## src/rtl/ifetch_mem_responder_if.sv

```systemverilog
// Fetch request/response and byte-wide RAM bus bundle for ifetch_mem_responder.
// slave = responder side, master = requester / memory / environment side.
interface ifetch_mem_responder_if #(
  parameter int ADDR_W    = 32,
  parameter int MAX_BYTES = 4
);
  logic                   rdy;
  logic                   clear_flag;
  logic                   req_valid;
  logic [ADDR_W-1:0]      req_addr;
  logic [3:0]             req_len;
  logic                   data_busy;
  logic [7:0]             mem_din;
  logic                   snoop_valid;
  logic [ADDR_W-1:0]      snoop_addr;
  logic                   ins_ok;
  logic [8*MAX_BYTES-1:0] ins_ans;
  logic                   busy;
  logic [ADDR_W-1:0]      mem_a;
  logic                   mem_wr;

  modport slave (
    input  rdy, clear_flag, req_valid, req_addr, req_len, data_busy, mem_din,
           snoop_valid, snoop_addr,
    output ins_ok, ins_ans, busy, mem_a, mem_wr
  );

  modport master (
    output rdy, clear_flag, req_valid, req_addr, req_len, data_busy, mem_din,
           snoop_valid, snoop_addr,
    input  ins_ok, ins_ans, busy, mem_a, mem_wr
  );
endinterface

```

## src/rtl/ifetch_mem_responder.sv

```systemverilog
// Instruction-fetch responder: reads up to MAX_BYTES bytes over the 8-bit RAM bus
// and returns a little-endian word. Optional one-word buffer: IFETCH_WORD_BUFFER_EN.
module ifetch_mem_responder #(
  parameter int ADDR_W    = 32,
  parameter int MAX_BYTES = 4
) (
  input  logic                  clk,
  input  logic                  rst,
  ifetch_mem_responder_if.slave bus
);
  localparam int CNT_W = $clog2(MAX_BYTES + 1);
  localparam int IDX_W = (MAX_BYTES > 1) ? $clog2(MAX_BYTES) : 1;

  typedef enum logic [1:0] {S_IDLE, S_READ, S_DONE} state_t;

  state_t                       state_q, state_d;
  logic [CNT_W-1:0]             cnt_q, cnt_d, len_q, len_d, req_len_sat;
  logic [ADDR_W-1:0]            mem_a_q, mem_a_d;
  logic                         busy_q, busy_d, ins_ok_q, ins_ok_d;
  logic [MAX_BYTES-1:0][7:0]    ans_q, ans_d;
  logic                         accept;
`ifdef IFETCH_WORD_BUFFER_EN
  logic [ADDR_W-1:0]            addr_q, addr_d;
  logic                         buf_valid_q, buf_valid_d, snoop_hit, buf_hit;
  logic [ADDR_W-3:0]            buf_addr_q, buf_addr_d;
  logic [MAX_BYTES-1:0][7:0]    buf_word_q, buf_word_d;
`endif
  logic                         unused_snoop;

  assign unused_snoop = bus.snoop_valid ^ (^bus.snoop_addr);
  assign accept       = bus.req_valid && !bus.data_busy && !bus.clear_flag;

  // A zero length still fetches one byte; oversize lengths clamp to MAX_BYTES.
  always_comb begin
    if (bus.req_len == 4'd0)                req_len_sat = CNT_W'(1);
    else if (32'(bus.req_len) > MAX_BYTES)  req_len_sat = CNT_W'(MAX_BYTES);
    else                                    req_len_sat = CNT_W'(bus.req_len);
  end

  always_comb begin
    state_d  = state_q;
    cnt_d    = cnt_q;
    len_d    = len_q;
    mem_a_d  = mem_a_q;
    busy_d   = busy_q;
    ins_ok_d = 1'b0;
    ans_d    = ans_q;
`ifdef IFETCH_WORD_BUFFER_EN
    addr_d      = addr_q;
    buf_valid_d = buf_valid_q;
    buf_addr_d  = buf_addr_q;
    buf_word_d  = buf_word_q;
    snoop_hit   = bus.snoop_valid && (bus.snoop_addr[ADDR_W-1:2] == buf_addr_q);
    buf_hit     = buf_valid_q && !snoop_hit && (req_len_sat == CNT_W'(MAX_BYTES)) &&
                  (bus.req_addr[1:0] == 2'b00) && (bus.req_addr[ADDR_W-1:2] == buf_addr_q);
`endif
    unique case (state_q)
      S_IDLE: if (accept) begin
        ans_d = '0;
        len_d = req_len_sat;
        cnt_d = '0;
`ifdef IFETCH_WORD_BUFFER_EN
        addr_d = bus.req_addr;
        if (buf_hit) begin
          ans_d    = buf_word_q;
          ins_ok_d = 1'b1;
          state_d  = S_DONE;
        end else begin
          mem_a_d = bus.req_addr;
          busy_d  = 1'b1;
          state_d = S_READ;
        end
`else
        mem_a_d = bus.req_addr;
        busy_d  = 1'b1;
        state_d = S_READ;
`endif
      end
      S_READ: if (bus.clear_flag) begin
        state_d = S_IDLE;
        busy_d  = 1'b0;
        mem_a_d = '0;
      end else begin
        // mem_din lags mem_a by one cycle, so cnt=k captures byte k-1.
        if (cnt_q != '0) ans_d[IDX_W'(cnt_q - CNT_W'(1))] = bus.mem_din;
        if (cnt_q == len_q) begin
          state_d  = S_DONE;
          ins_ok_d = 1'b1;
`ifdef IFETCH_WORD_BUFFER_EN
          if (len_q == CNT_W'(MAX_BYTES) && addr_q[1:0] == 2'b00) begin
            buf_valid_d = 1'b1;
            buf_addr_d  = addr_q[ADDR_W-1:2];
            buf_word_d  = ans_d;
          end
`endif
        end else begin
          cnt_d = cnt_q + CNT_W'(1);
          if (cnt_q + CNT_W'(1) < len_q) mem_a_d = mem_a_q + ADDR_W'(1);
        end
      end
      S_DONE: begin
        state_d = S_IDLE;
        busy_d  = 1'b0;
        mem_a_d = '0;
      end
      default: state_d = S_IDLE;
    endcase
`ifdef IFETCH_WORD_BUFFER_EN
    if (bus.snoop_valid && bus.snoop_addr[ADDR_W-1:2] == buf_addr_d) buf_valid_d = 1'b0;
    if (bus.clear_flag) buf_valid_d = 1'b0;
`endif
  end

  always_ff @(posedge clk) begin
    if (rst) begin
      state_q  <= S_IDLE;
      cnt_q    <= '0;
      len_q    <= '0;
      mem_a_q  <= '0;
      busy_q   <= 1'b0;
      ins_ok_q <= 1'b0;
      ans_q    <= '0;
`ifdef IFETCH_WORD_BUFFER_EN
      addr_q      <= '0;
      buf_valid_q <= 1'b0;
      buf_addr_q  <= '0;
      buf_word_q  <= '0;
`endif
    end else if (bus.rdy) begin
      state_q  <= state_d;
      cnt_q    <= cnt_d;
      len_q    <= len_d;
      mem_a_q  <= mem_a_d;
      busy_q   <= busy_d;
      ins_ok_q <= ins_ok_d;
      ans_q    <= ans_d;
`ifdef IFETCH_WORD_BUFFER_EN
      addr_q      <= addr_d;
      buf_valid_q <= buf_valid_d;
      buf_addr_q  <= buf_addr_d;
      buf_word_q  <= buf_word_d;
`endif
    end
  end

  assign bus.ins_ok  = ins_ok_q;
  assign bus.ins_ans = ans_q;
  assign bus.busy    = busy_q;
  assign bus.mem_a   = mem_a_q;
  assign bus.mem_wr  = 1'b0;
endmodule

```

## src/flat_wrapper.sv

```systemverilog
// flat-port wrapper written by rule: the top's interface ports become plain ports
module ifetch_mem_responder_flat 
#(
  parameter int ADDR_W    = 32,
  parameter int MAX_BYTES = 4
)
  (clk, rst, bus_rdy, bus_clear_flag, bus_req_valid, bus_req_addr, bus_req_len, bus_data_busy, bus_mem_din, bus_snoop_valid, bus_snoop_addr, bus_ins_ok, bus_ins_ans, bus_busy, bus_mem_a, bus_mem_wr);
  ifetch_mem_responder_if #(.ADDR_W(ADDR_W), .MAX_BYTES(MAX_BYTES)) bus_i ();
  input  logic clk;
  input  logic rst;
  input wire logic [$bits(bus_i.rdy)-1:0] bus_rdy;
  input wire logic [$bits(bus_i.clear_flag)-1:0] bus_clear_flag;
  input wire logic [$bits(bus_i.req_valid)-1:0] bus_req_valid;
  input wire logic [$bits(bus_i.req_addr)-1:0] bus_req_addr;
  input wire logic [$bits(bus_i.req_len)-1:0] bus_req_len;
  input wire logic [$bits(bus_i.data_busy)-1:0] bus_data_busy;
  input wire logic [$bits(bus_i.mem_din)-1:0] bus_mem_din;
  input wire logic [$bits(bus_i.snoop_valid)-1:0] bus_snoop_valid;
  input wire logic [$bits(bus_i.snoop_addr)-1:0] bus_snoop_addr;
  output wire logic [$bits(bus_i.ins_ok)-1:0] bus_ins_ok;
  output wire logic [$bits(bus_i.ins_ans)-1:0] bus_ins_ans;
  output wire logic [$bits(bus_i.busy)-1:0] bus_busy;
  output wire logic [$bits(bus_i.mem_a)-1:0] bus_mem_a;
  output wire logic [$bits(bus_i.mem_wr)-1:0] bus_mem_wr;
  assign bus_i.rdy = bus_rdy;
  assign bus_i.clear_flag = bus_clear_flag;
  assign bus_i.req_valid = bus_req_valid;
  assign bus_i.req_addr = bus_req_addr;
  assign bus_i.req_len = bus_req_len;
  assign bus_i.data_busy = bus_data_busy;
  assign bus_i.mem_din = bus_mem_din;
  assign bus_i.snoop_valid = bus_snoop_valid;
  assign bus_i.snoop_addr = bus_snoop_addr;
  assign bus_ins_ok = bus_i.ins_ok;
  assign bus_ins_ans = bus_i.ins_ans;
  assign bus_busy = bus_i.busy;
  assign bus_mem_a = bus_i.mem_a;
  assign bus_mem_wr = bus_i.mem_wr;
  ifetch_mem_responder #(.ADDR_W(ADDR_W), .MAX_BYTES(MAX_BYTES)) u_core (.clk(clk), .rst(rst), .bus(bus_i));
endmodule
```

## config.mk

```make
export PLATFORM = sky130hd
export DESIGN_NAME = ifetch_mem_responder_flat
export DESIGN_NICKNAME = d
export VERILOG_FILES = /design/src/rtl/ifetch_mem_responder_if.sv /design/src/rtl/ifetch_mem_responder.sv /design/src/flat_wrapper.sv
export SDC_FILE = /design/constraint.sdc
export NUM_CORES = 1
export LEC_CHECK = 0
export ABC_AREA = 0
export BUFFER_PORTS_ARGS = -buffer_cell sky130_fd_sc_hd__clkbuf_2
export CAP_MARGIN = 15
export CORE_AREA = 5 5 106 108
export CTS_CLUSTER_DIAMETER = 50
export DETAILED_ROUTE_END_ITERATION = 7
export DIE_AREA = 0 0 111 113
export GPL_ROUTABILITY_DRIVEN = 0
export PLACE_DENSITY = 0.64
export SLEW_MARGIN = 20
export SYNTH_ARGS = -nofsm -noshare
export SYNTH_HDL_FRONTEND = slang
export SYNTH_SLANG_ARGS = --single-unit
```

## constraint.sdc

```tcl
create_clock -name clk -period 2.95 [get_ports clk]
set_input_delay 0.7375 -clock clk [delete_from_list [all_inputs] [get_ports clk]]
set_output_delay 0.7375 -clock clk [all_outputs]
set_load 0.02 [all_outputs]
```

Yosys cells after proc, flatten, opt, wreduce, memory -nomap -nowiden
Index checks and enable logic that the tools add are counted.
W data, S select, Z words.
{ "totals": {"regBits": 74, "latchBits": 0, "ramBits": 0, "rom_bits": 0, "inputBits": 83, "output_inout_bits": 67, "elab_cells": 72, "n_memories": 0} }
{ "op_classes": {"addsub": 3, "multipliers": 0, "n_div": 0, "magnitude_cmp": 4, "eq_ne": 11, "n_shift": 0, "muxes": 28, "n_bitwise": 0, "n_reduce_logical": 16} }
{ "ops": {"columns": ["operator", "count"], "rows": [
  ["$mux W32", 7],
  ["$pmux W32 S3", 1],
  ["$pmux W32 S2", 1],
  ["$add A32 B1 Y32 const B", 1],
  ["$bwmux W32", 1],
  ["$demux W8 S2", 1],
  ["$mux W3", 5],
  ["$reduce_and A5 Y1", 3],
  ["$mux W8", 1],
  ["$mux W2", 3],
  ["$ne A2 B2 Y1 const B", 3],
  ["$ne A3 B2 Y1 const B", 2],
  ["$pmux W3 S2", 1],
  ["$reduce_and A3 Y1", 2],
  ["$reduce_bool A3 Y1", 2],
  ["$mux W1", 5],
  ["$gt A4 B3 Y1 const B", 1],
  ["$logic_not A4 Y1", 1],
  ["$ne A2 B1 Y1 const B", 2],
  ["$pmux W2 S2", 1],
  ["$reduce_and A4 Y1", 1],
  ["$add A3 B1 Y3 const B", 1],
  ["$eq A3 B3 Y1", 1],
  ["$logic_and A1 B1 Y1", 3],
  ["other kinds (11)", 12]
]} }

Longest topological paths before layout
{ "depth": {"word_depth": 9, "depth_mapped": 10, "mapped_depth_nobuf": 8} }

Worst setup path after synthesis
OpenSTA, ideal clock, no wires.
{ "synth_path": {"kind": "register to register", "startpoint": "register u_core.cnt_q[0]", "endpoint": "register u_core.mem_a_q[1] (netlist: u_core.bus.mem_a[1])", "setup_time_ns": 0.133, "t_arrival_ns": 2.338, "required_ns": 2.817, "path_slack_ns": 0.480, "path_stages_with_launch": 11, "path_buffers": 2, "synth_period_minus_slack_ns": 2.470, "path_cell_list": "dfxtp_1 > inv_1 > ha_1 > ha_1 > nor2b_1 > o211a_1 > a2111o_1 > buf_4 > buf_6 > a211oi_1 > nor3_1"} }
{ "synth_between": {"elab_chain_len": 4, "word_cells_on_any_way": 6, "cone_classes": "1 x add/sub; 1 x order compare; 3 x eq/ne; 1 x reduce/logical"} }
{ "synth_rtl": {"columns": ["item", "line_no", "text"], "rows": [
  ["start, declared", "ifetch_mem_responder.sv:17", "logic [CNT_W-1:0] cnt_q, cnt_d, len_q, len_d, req_len_sat;"],
  ["start signal, assigned", "ifetch_mem_responder.sv:131", "cnt_q <= cnt_d;"],
  ["$add A3 B1 Y3", "ifetch_mem_responder.sv:98", "if (cnt_q + CNT_W'(1) < len_q) mem_a_d = mem_a_q + ADDR_W'(1);"],
  ["$lt A3 B3 Y1", "ifetch_mem_responder.sv:98", null],
  ["$ne A3 B2 Y1 (no source line)", null, null],
  ["$reduce_and A5 Y1 (no source line) (*)", null, null],
  ["end signal, assigned", "ifetch_mem_responder.sv:133", "mem_a_q <= mem_a_d;"],
  ["end, declared", "ifetch_mem_responder.sv:18", "logic [ADDR_W-1:0] mem_a_q, mem_a_d;"]
]} }
Every way passes the cells marked *; elsewhere a longest branch is shown, timed or not.
A chain may end at the register's enable or synchronous reset.

Worst setup path in the final report
{ "layout_path": {"startpoint": "register u_core.cnt_q[1]", "endpoint": "register u_core.mem_a_q[28] (netlist: u_core.bus.mem_a[28])"} }
The elaborated chain is that of the path after synthesis.

==> impl_metrics.env <==
export IMPL_root_buffer="clkbuf_8"
export IMPL_drtIter0Drc=308
export IMPL_grt_max_degree=30
export IMPL_syn_nets=561
export IMPL_outcome="finished, final reports clean"
export IMPL_total_power_mw=2.302
export IMPL_worstPathMaxFanout=29
export IMPL_setup_slack_ns=0.2484
export IMPL_skew_ns=0.01478
export IMPL_drive_gt1_frac=0.2625
export IMPL_fin_area_mm2=0.004885
export IMPL_vias=4012
export IMPL_dieHeight_um=113
export IMPL_grt_antenna_before_repair=0
export IMPL_ys_ff_latch=74
export IMPL_r2r_slack_ns=0.25
export IMPL_fin_crit_sh=0.9158
export IMPL_die_w_um=111
export IMPL_fin_crit_ns=2.702
export IMPL_synth_fa_ha_area_frac=0.04122
export IMPL_synth_top_family_by_area="compound AO/OA/AOI/OAI gates"
export IMPL_yosysSeqAreaShare=0.3754
export IMPL_cp_arrival_ns=2.98
export IMPL_detail_route_antenna_nets=0
export IMPL_syn_avg_cell_area_um2=8.487
export IMPL_rsz0062_at_grt="false"
export IMPL_grt_pass1_vias=3946
export IMPL_tns_ns=0
export IMPL_yosys_area_share_simple=0.2181
export IMPL_ys_flop_type="dfxtp_1"
export IMPL_hold_viol=0
export IMPL_grt_total_usage=0.1922
export IMPL_whs_endpoint="u_core.bus.ins_ans[19]$_SDFFE_PP0P_"
export IMPL_cts_setup_buffers=0
export IMPL_grt_pass1_wl_um=20030
export IMPL_num_nets_final=670
export IMPL_cap_viol_max_count=0
export IMPL_grt_remaining_overflow=0
export IMPL_synth_edf_count=0
export IMPL_finalSetupViolCount=0
export IMPL_instances_no_fill=715
export IMPL_diodes=0
export IMPL_p_leak_nw=2.010
export IMPL_wire_per_inst_um=16.86
export IMPL_synth_xor_area_frac=0.006658
export IMPL_clkTransAtPathRegs_ns=0.09
export IMPL_postCtsHoldBufs=0
export IMPL_portBuffers=115
export IMPL_placed_cell_area_mm2=0.004653
export IMPL_crit_type="flip-flop to flip-flop"
export IMPL_remaining_drc_errors=0
export IMPL_reg2reg_from="u_core.cnt_q[1]$_SDFFE_PP0P_"
export IMPL_hold_depth=1
export IMPL_mappedNetlistArea_mm2=0.003946
export IMPL_cts_htree_levels=3
export IMPL_drtPass1Iterations=5
export IMPL_synthArstFlopShare=0
export IMPL_fin_hold_ws_ns=0.4668
export IMPL_end_kind="flip-flop"
export IMPL_finalMaxSlewViolations=0
export IMPL_pwr_density_cell_mw_per_mm2=471.3
export IMPL_cts_resized=0
export IMPL_start_util=0.3892
export IMPL_numCtsBuffers=9
export IMPL_startpoint_type="flip-flop"
export IMPL_muxShareOfSynthArea=0
export IMPL_ir_worst_vdd_uv=261.7
export IMPL_worstMarginPinSlew_ns=0.6572
export IMPL_r2r_cells=9
export IMPL_post_route_util=0.4818
export IMPL_cts_buffer_depth=2
export IMPL_syn2layout_area_growth_pct=23.78
export IMPL_yosysWarnings=0
export IMPL_coreArea_mm2=0.01014
export IMPL_timing_rr_end="u_core.bus.mem_a[28]$_SDFFE_PP0P_"
export IMPL_synth_distinct_cells=62
export IMPL_dieArea_mm2=0.01254
export IMPL_routed_wl_um=12050
export IMPL_hold_start="u_core.bus.ins_ans[19]$_SDFFE_PP0P_"
export IMPL_synth_compound_area_frac=0.2961
export IMPL_slew_headroom=0.5618
export IMPL_cts_tree="yes"
export IMPL_insertion_delay_ns=0.36
export IMPL_cts_sinks=74
export IMPL_vias_per_cell=5.611
export IMPL_place_ws_ns=0.2759
export IMPL_rows=37
export IMPL_placed_cells=699
export IMPL_fmax_mhz=370.2
export IMPL_dp_hpwl_um=8813
export IMPL_io_pin_count=150
export IMPL_hp_class="flip-flop to flip-flop"
export IMPL_critical_path_required_ns=3.23
export IMPL_synth_cells=465
## cells in the final DEF (no fill, tap or decap), types with 3 or more instances in the layout
cell	n
a211oi_1	7
a21oi_1	38
a221oi_1	3
a22o_1	18
a2bb2oi_1	3
a311oi_1	6
a31oi_1	6
a32o_1	9
and2_0	3
and2_1	3
and3_1	10
buf_4	10
clkbuf_2	115
clkbuf_8	9
dfxtp_1	74
ha_1	13
inv_1	28
nand2_1	30
nand2b_1	7
nand3_1	17
nand4_1	6
nor2_1	22
nor2b_1	19
nor3_1	17
nor4_1	5
o211ai_1	4
o21ai_0	26
o2bb2ai_1	9
o32a_1	5
o32ai_1	7
xor2_1	3
## synth_stat cells (all sizes together) (7+ instances only)
| master | n | area (um2) |
|---|---|---|
| nor4 | 8 | 77.57 |
| nor3 | 17 | 85.08 |
| a22o | 18 | 157.7 |
| nand3 | 18 | 95.09 |
| clkbuf | 20 | 75.07 |
| dfxtp | 74 | 1481 |
| nor2b | 19 | 118.9 |
| o2bb2ai | 9 | 78.83 |
| nand2b | 7 | 43.79 |
| buf | 8 | 58.80 |
| inv | 28 | 105.1 |
| o21ai | 26 | 130.1 |
| nand2 | 31 | 118.9 |
| a32o | 9 | 90.09 |
| o32ai | 7 | 61.31 |
| nor2 | 22 | 82.58 |
| and3 | 10 | 62.56 |
| a211oi | 7 | 52.55 |
| ha | 13 | 162.7 |
| a21oi | 38 | 190.2 |
## critical path: stages (launching register included)
cell and delay, ns:
dfxtp_1 0.46, inv_1 0.13, ha_1 0.32, ha_1 0.29
nor2b_1 0.13, o211a_1 0.26, a2111o_1 0.36, buf_4 0.24
a211o_1 0.32, a31oi_1 0.13
## flip-flops by register name, summed over array words and instances, names as in the netlist
signal	count
u_core.cnt_q	3
u_core.len_q	3
u_core.bus.ins_ok	1
u_core.bus.mem_a	32
u_core.bus.ins_ans	32
u_core.state_q	2
u_core.bus.busy	1
## power by group
group / leakage (nW) / switching [mW] / internal (mW)
registers: 0.598 / 0.0351 / 1.02
logic: 1.30 / 0.188 / 0.117
clock network: 0.114 / 0.443 / 0.494
## metal layers
layer,GRT usage,wire (um)
met5,0,0
met4,0.05911,166
met3,0.04171,783
met2,0.3095,5609
met1,0.2588,5492
## layout make-up
| type | instances | area (um2) |
|---|---|---|
| clock buffers | 9 | 123.9 |
| clock inverters | 7 | 107.6 |
| fillers | 993 | 5254 |
| inverters | 29 | 108.9 |
| multi-input cells | 334 | 2222 |
| flip-flops and latches | 74 | 1481 |
| well taps | 136 | 170.2 |
| repair buffers | 126 | 670.6 |
## cells by family after synthesis
logic type	after synthesis
buffers and inverters	57
and+or+nand+nor	157
adders and majority gates	13
other	1
xor gates and xnor gates	3
DFF	74
AOI/OAI and AO/OA	160
## worst max path at each step
stage          cells after the start  slack, ns                         start                                 to
3_5_place_dp                       9       0.28  u_core.cnt_q[1]$_SDFFE_PP0P_  u_core.bus.mem_a[28]$_SDFFE_PP0P_
4_1_cts                            9       0.23  u_core.cnt_q[1]$_SDFFE_PP0P_  u_core.bus.mem_a[28]$_SDFFE_PP0P_
6_report                           9       0.25  u_core.cnt_q[1]$_SDFFE_PP0P_  u_core.bus.mem_a[28]$_SDFFE_PP0P_
5_1_grt                            9       0.07  u_core.cnt_q[1]$_SDFFE_PP0P_  u_core.bus.mem_a[28]$_SDFFE_PP0P_
2_1_floorplan                     10       0.48  u_core.cnt_q[0]$_SDFFE_PP0P_   u_core.bus.mem_a[1]$_SDFFE_PP0P_
3_3_place_gp                       9       0.34  u_core.cnt_q[1]$_SDFFE_PP0P_  u_core.bus.mem_a[28]$_SDFFE_PP0P_
Power figures use the tool's default switching activity.
